## src/rtl/sync_counter_pkg.sv

```systemverilog
// Shared constants for the free-running loadable up-counter.
package sync_counter_pkg;

  // Default width of the count register, load input and count output.
  localparam int unsigned COUNT_WIDTH = 8;

  // All-ones terminal value for the default width.
  localparam logic [COUNT_WIDTH-1:0] TERMINAL_COUNT = {COUNT_WIDTH{1'b1}};

endpackage : sync_counter_pkg

```

## src/rtl/sync_counter.sv

```systemverilog
// Free-running up-counter with synchronous parallel load and terminal-count decode.
// Priority per rising edge: rst > en (load) > increment; wraps modulo 2^WIDTH.
module sync_counter
  import sync_counter_pkg::*;
#(
  parameter int unsigned WIDTH = COUNT_WIDTH
) (
  input  logic             clk,
  input  logic             rst,
  input  logic             en,
  input  logic [WIDTH-1:0] load,
  output logic [WIDTH-1:0] count,
  output logic             tcount
);

  localparam logic [WIDTH-1:0] TERM_VALUE = {WIDTH{1'b1}};

  logic [WIDTH-1:0] count_d;
  logic [WIDTH-1:0] count_q;

  // Next-state select: load has priority over increment; load is ignored when en=0.
  always_comb begin
    count_d = count_q + WIDTH'(1);
    if (en) begin
      count_d = load;
    end
  end

  // Count register with synchronous active-high reset.
  always_ff @(posedge clk) begin
    if (rst) begin
      count_q <= '0;
    end else begin
      count_q <= count_d;
    end
  end

  assign count  = count_q;
  // Terminal flag depends only on the stored count, never on the inputs.
  assign tcount = (count_q == TERM_VALUE);

endmodule : sync_counter

```

## config.mk

```make
export PLATFORM = sky130hd
export DESIGN_NAME = sync_counter
export DESIGN_NICKNAME = d
export VERILOG_FILES = /design/src/rtl/sync_counter_pkg.sv /design/src/rtl/sync_counter.sv
export SDC_FILE = /design/constraint.sdc
export NUM_CORES = 1
export LEC_CHECK = 0
export BUFFER_PORTS_ARGS = -buffer_cell sky130_fd_sc_hd__buf_2
export CAP_MARGIN = 20
export CORE_AREA = 5 5 42 44
export DETAILED_ROUTE_END_ITERATION = 6
export DIE_AREA = 0 0 47 49
export PLACE_DENSITY = 0.6
export SYNTH_ARGS = -nofsm -noshare
export SYNTH_HDL_FRONTEND = slang
export SYNTH_SLANG_ARGS = --single-unit
```

## constraint.sdc

```tcl
create_clock -name clk -period 2.15 [get_ports clk]
set_input_delay 0.645 -clock clk [delete_from_list [all_inputs] [get_ports clk]]
set_output_delay 0.645 -clock clk [all_outputs]
set_load 0.02 [all_outputs]
```

**Word level (Yosys, flattened, before mapping)**

Index checks and enable logic that the tools add are counted.

- Add/subtract/negate cells: 1
- Eq/ne operators: 1
- Multiplexer cells: 1

Operator list:

| kind | count |
|---|---|
| 8-bit by 1-bit adder with 8-bit output (second input constant) | 1 |
| 8-bit equality test (second input constant) | 1 |
| 8-bit two-way mux | 1 |

- Bits in registers: 8
- Input bits: 11
- Output and inout port bits: 9
- Logic and storage cells: 4

**Longest topological paths before layout**

Gate-level depths: netlist of run 1.

- Depth in word-level cells: 2
- Depth in mapped cells: 4
- Gate-level depth less buffers: 4

**Least setup slack after synthesis of run 1**

Ideal clock, no wire load.

- Path type: register to output
- Start: register count_q[0] (netlist: count[0])
- End: output port tcount
- Data arrival time: 1328 ps
- Data required time: 1505 ps
- Slack: 177 ps
- Cell stages (with the launch flop): 4
- Path buffers: 0
- Cell sequence: dfxtp_1 ha_1 nand3_2 nor3_1

- Longest elaborated chain between the ends: 1

RTL lines:

| what | line | RTL |
|---|---|---|
| start, declared | sync_counter.sv:19 | `logic [WIDTH-1:0] count_q;` |
| start signal, assigned | sync_counter.sv:34 | `count_q <= count_d;` |
| 8-bit equality test | sync_counter.sv:40 | `assign tcount = (count_q == TERM_VALUE);` |
| end, declared | sync_counter.sv:13 | `output logic tcount` |

No other way between the ends.

**Final worst setup path of run 1**

Same ends and word-level chain as after synthesis.

==> results of run 1 <==
[layer usage]
layer	share of wire (%)	track usage [%]	up-vias
met5	0	0	-
met4	3.7	8.295	0
met3	10	4.428	5
met2	43	11.54	15
met1	43	11.70	171
li1	-	-	207
[stage by stage]
step	hold WS, ns	power, mW	setup slack [ns]	cell area [um2]	instances
global route	0.5731	0.3718	0.07585	525.5	83
finish	0.5219	0.3555	0.1732	525.5	83
CTS	0.5275	0.3594	0.1597	525.5	83
global placement	0.5043	0.2387	0.4741	503.0	80
detailed placement	0.5195	0.2393	0.4438	503.0	80
floorplan	0.5857	0.2124	0.1766	391.6	46
[area by class of cell]
class,count,area (um2),area share (%)
Multi-Input combinational cell,33,212.7,40.48
Sequential cell,8,160.2,30.48
Timing Repair Buffer,19,95.09,18.10
Clock buffer,3,22.52,4.286
Tap cell,16,20.02,3.810
Inverter,4,15.01,2.857
[cell usage after synthesis]
master,number
inv_2,1
nand3_2,1
o21ai_0,3
ha_1,1
xor2_1,2
mux2i_1,1
clkbuf_1,1
a211oi_1,2
o21bai_1,1
nand3_1,2
inv_1,3
o31a_1,1
a31oi_1,1
nand4_1,1
or3_1,2
a21oi_1,2
xnor2_1,1
a311oi_2,1
nor2_1,6
a221oi_1,1
dfxtp_1,8
nand2_1,3
nor3_1,1
[cell families (layout without fill, tap and decap cells)]
kind of cell               Yosys count  after routing  synth area share [%]
AOI/OAI and AO/OA                   12             12                 22.04
xor gates and xnor gates             3              3                 6.710
adders and majority gates            1              1                 3.194
buffers and inverters                5             26                 4.790
DFF                                  8              8                 40.89
muxes                                1              1                 2.556
and+or+nand+nor                     16             16                 19.81
[power groups by stage]
stage                     Combinational, mW  Sequential (mW)  Clock (mW)
final                                0.0644            0.171       0.120
after CTS                            0.0657            0.171       0.123
after global routing                 0.0718            0.173       0.127
after floorplan                      0.0261            0.186           0
after detailed placement             0.0651            0.174           0
after global placement               0.0651            0.174           0
[worst min-delay path: cells and delay by family (launching register included)]
kind           cells  cell delay [ns]
flip-flops         1             0.32
AO/OA/AOI/OAI      2             0.16
[final timing paths]
check                           slack, ns  cells after the start  endpoint
worst min register to register       0.52                      2  count[7]
worst min-delay path                 0.52                      2  count[7]
worst max-delay path                 0.17                      4    tcount
worst max register to register       0.74                      4  count[6]
==> metrics.md, run 1 <==
| Metric | Value |
|---|---|
| Ranking of synthesized cells by area | dfxtp_1, nor2_1, xor2_1 |
| Hold Path Class | register to register |
| Achievable Freq | 505.9 MHz |
| Post-Syn Area | between 300 and 400 um2 |
| Slew margin rel. | a little over four fifths |
| Total global-route track usage | 9.450% |
| Antenna viol nets, final | 0 |
| Clk root buf | clkbuf_4 |
| Worst skew pair latency | 0.26 ns |
| Min-delay src | count[7] |
| N_diodes | 0 |
| CP Class | register to output port |
| Part of the power in registers | between 40 and 50% |
| Core area | 0.001401 mm2 |
| Share of layout cells above drive strength 1 | around 37% |
| Net Switching | 0.1049 mW |
| Die width | 47 um |
| Slowest-stage cell, CP | dfxtp_1 |
| Number of clock sinks | 8 |
| Power Dens Cells | between 600 and 700 mW/mm2 |
| Std cell rows | 14 |
| Final Util | between 30% and 40% |
| Grt ovf | 0 |
| Sw Share | 29.50% |
| Static Leakage | around 0.24 nW |
| Most frequent cells in the layout | buf_2, dfxtp_1, nor2_1 |
| Remaining DRCs | 0 |
| Final setup viols | 0 |
| Combinational fraction of design power | between 10% and 20% |
| Placer Congestion | between 0.6 and 0.7 |
| VDD IR-drop max | between 0.2 and 0.3 mV |
| Final hold vios | 0 |
| Post-synthesis sequential area ratio | approximately 41% |
| Cell breakdown of the critical path | ha_1 -> nand3_2 -> nor3_1 -> buf_2 |
| Nets@finish | 81 |
| Post-synth top area share | around 41% |
| #FFs+latches synth | 8 |
| Worst Setup End Kind | output port |
| Total CTS buffers | 3 |
| Hold-fix buffers, CTS | 0 |
| YS warnings | 0 |
| Port Buffers | 19 |
| Starting DRT DRC Count | 4 |
| Internal power | between 0.2 and 0.3 mW |
| Cts repair resizes | 0 |
| Area leader, netlist | dfxtp_1 |
| Worst Skew | ~0.00028 ns |
| Crit path time final | roughly 2 ns |
| CTS Buffer Depth | 2 |
| WP data required | roughly 1.5 ns |
| Synthesized area per cell | 8.514 um2 |
| Initial antenna violation count | 0 |
| Fillers | 180 |
| Least-Margin Pin Slew | ~0.23 ns |
| Cell family with the largest share of critical-path delay | flip-flops |
| Router iterations before antenna repair | 2 |
| CP Launch Point | count[0] |
| Reg clk slew, reported paths | 0.06 ns |
| WL final | 931 um |
| Area delta synth->final | 34.19% |
| Period utilization | between 90% and 100% |
| Synthesized instance count | 46 |
| Setup TNS Final | 0 ns |
| Detail Placement HPWL | 712.7 um |
| Die height | 49 um |
| Number of global-route vias before repair | approximately 370 |
| Via count | about 400 |
| Yosys cell types | 23 |
| Outcome | complete, no violations |
| RSZ-0062 raised after global routing | no |
| CTS tree | built |
| Die ar. | about 0.0023 mm2 |
| Largest net degree at the start of global routing | 11 |
| Initial Util | 27.95% |
| First-pass GRT wire length | 1511 um |
| Largest stage delay on the critical path | a little under 0.4 ns |
| CTS H-tree lvls | 1 |
| Critical register-to-register path startpoint | count[0] |
| DR vias/cell | about 4.8 |
| # Post-CTS Setup Buffers | 0 |
| Final slew viol count | 0 |
| Clock share of power | about a third |
| Syn Nets | between 50 and 60 |
| Buf+Inv Stages, Crit Path | 1 |
| Max reg flops | 8 |
| MaxCap Viol Count | 0 |
| Crit path max fanout | 5 |
| WL/cell | between 10 and 15 um |
| # IOs | 20 |
| Worst Setup Start Kind | register |
| Commonest non-fill, non-tap cell in the layout | buf_2 |
| Crit path DAT | around 1.3 ns |
Power figures use the tool's default switching activity.
==> run 2: changes to the inputs <==
Settings changed: PLACE_DENSITY 0.6 to 0.65.
==> metrics.md, run 2 (synthesis results as in run 1) <==
| Metric | Value |
|---|---|
| Nets@finish | 81 (unchanged) |
| MaxCap Viol Count | 0 (unchanged) |
| Min-Delay Endpoint | count[7] |
| Slowest-stage cell, CP | dfxtp_1 |
| Initial Util | 27.95% (unchanged) |
| Std cell rows | 14 (unchanged) |
| # Post-CTS Setup Buffers | 0 (unchanged) |
| R2R cell count | 4 (unchanged) |
| Cell area after layout | 525.5 um2 (unchanged) |
| Antenna viol nets, final | 0 (unchanged) |
| Clk root buf | clkbuf_4 |
| Core area | 0.001401 mm2 (unchanged) |
| RSZ-0062 raised after global routing | no |
| N_diodes | 0 (unchanged) |
| Placed inst area | 503.0 um2 (unchanged) |
| Setup TNS Final | 0 ns (unchanged) |
| Cts repair resizes | 0 (unchanged) |
| WL/cell | 11.40 um (+1.6%) |
| Non-filler cells, final | 83 (unchanged) |
| Hold-fix buffers, CTS | 0 (unchanged) |
| Slew margin rel. | 87.17% (+2.5 points) |
| Router iterations before antenna repair | 4 (+2) |
| Starting DRT DRC Count | 3 (-1) |
| CTS H-tree lvls | 1 (unchanged) |
| Reg-to-Reg End | count[6] |
| Pre-CTS WS | 0.4206 ns (-0.02319 ns) |
| Hold Path Class | register to register |
| Remaining DRCs | 0 (unchanged) |
| Placer Congestion | 0.7234 (+8.9%) |
| Final Util | 37.50% (unchanged) |
| Cell family with the largest share of critical-path delay | flip-flops |
| WHS Path Cells | 2 (unchanged) |
| Share of layout cells above drive strength 1 | 37.31% (unchanged) |
| Number of clock sinks | 8 (unchanged) |
| Max reg flops | 8 (unchanged) |
| Achievable Freq | 505.9 MHz (about the same) |
| WL final | 946 um (+1.6%) |
| Initial antenna violation count | 0 (unchanged) |
| Worst skew pair latency | 0.25 ns (about the same) |
| Critical register-to-register path startpoint | count[0] |
| Worst Skew | 0.006875 ns (+0.006592 ns) |
| Die width | 47 um (unchanged) |
| Most frequent cells in the layout | buf_2, dfxtp_1, nor2_1 |
| CP Class | register to output port |
| CTS Buffer Depth | 2 (unchanged) |
| Final WS setup | 0.1734 ns (+0.0001770 ns) |
| Final setup viols | 0 (unchanged) |
| Total global-route track usage | 9.245% (-0.21 points) |
| DR vias/cell | 4.904 (+2.3%) |
| Largest stage delay on the critical path | 0.40 ns (about the same) |
| Final slew viol count | 0 (unchanged) |
| Crit path max fanout | 5 (unchanged) |
| Total CTS buffers | 3 (unchanged) |
| WP data required | 1.50 ns (about the same) |
| # IOs | 20 (unchanged) |
| Number of global-route vias before repair | 350 (-4.4%) |
| Power Dens Cells | 661.4 mW/mm2 (-2.2%) |
| Crit path DAT | 1.33 ns (about the same) |
| Period utilization | 91.93% (about the same) |
| Die height | 49 um (unchanged) |
| Static Leakage | 0.2429 nW (unchanged) |
| Buf+Inv Stages, Crit Path | 1 (unchanged) |
| Least-Margin Pin Slew | 0.1904 ns (-0.03822 ns) |
| Via count | 407 (+2.3%) |
| Outcome | complete, no violations |
| Min-delay src | count[7] |
| Cell breakdown of the critical path | ha_1 -> nand3_2 -> nor3_1 -> buf_2 |
| Commonest non-fill, non-tap cell in the layout | buf_2 |
| Reg2Reg Setup Slack | 0.74 ns (about the same) |
| Final hold vios | 0 (unchanged) |
| Worst Setup End Kind | output port |
| Area delta synth->final | 34.19% (unchanged) |
| CTS tree | built |
| DP Cell Count | 80 (unchanged) |
| Largest net degree at the start of global routing | 11 (unchanged) |
| Die ar. | 0.002303 mm2 (unchanged) |
| Reg clk slew, reported paths | 0.05 ns (about the same) |
| Port Buffers | 19 (unchanged) |
| Crit path time final | 1.977 ns (-0.0001770 ns) |
| Detail Placement HPWL | 760.4 um (+6.7%) |
| Grt ovf | 0 (unchanged) |
| First-pass GRT wire length | 1524 um (+0.86%) |
| VDD IR-drop max | 0.3959 mV (+43%) |
| Worst Setup Start Kind | register |
run 2: how the worst max path moves through the flow:
stage | slack (ns) | to | cells after the start | startpoint
after floorplan | 0.18 | tcount | 3 | count[0]
after global placement | 0.47 | tcount | 4 | count[0]
after detailed placement | 0.42 | tcount | 4 | count[0]
after CTS | 0.15 | tcount | 4 | count[0]
after global routing | 0.06 | tcount | 4 | count[0]
final | 0.17 | tcount | 4 | count[0]
run 2: report_power, final:
part           internal [mW]  total (mW)  switching [mW]
clock network         0.0636       0.111          0.0478
registers              0.160       0.172          0.0121
logic                 0.0271      0.0645          0.0374
run 2: tightest hold or removal path, cell delays in order (launching register included):
cell and delay, ns:
dfxtp_1 0.33, o21ai_0 0.07, a31oi_1 0.08
run 2: final cells by class:
| cell class | instances | area, um2 |
|---|---|---|
| Sequential cell | 8 | 160.2 |
| Fill cell | 158 | 875.8 |
| Tap cell | 16 | 20.02 |
| Timing Repair Buffer | 19 | 95.09 |
| Multi-Input combinational cell | 33 | 212.7 |
| Inverter | 4 | 15.01 |
| Clock buffer | 3 | 22.52 |
run 2: through the flow:
stage | hold slack [ns] | power, mW
floorplan | 0.5857 | 0.2124
global placement | 0.5031 | 0.2387
detailed placement | 0.5119 | 0.2403
CTS | 0.5199 | 0.3550
global route | 0.5630 | 0.3704
finish | 0.5240 | 0.3476
run 2: layer usage:
| layer | share of wire [%] | vias to the layer above | track usage [%] |
|---|---|---|---|
| met3 | 16 | 0 | 8.487 |
| li1 | - | 210 | - |
| met4 | 0 | 0 | 1.382 |
| met2 | 41 | 22 | 11.54 |
| met5 | 0 | - | 0 |
| met1 | 43 | 175 | 11.95 |
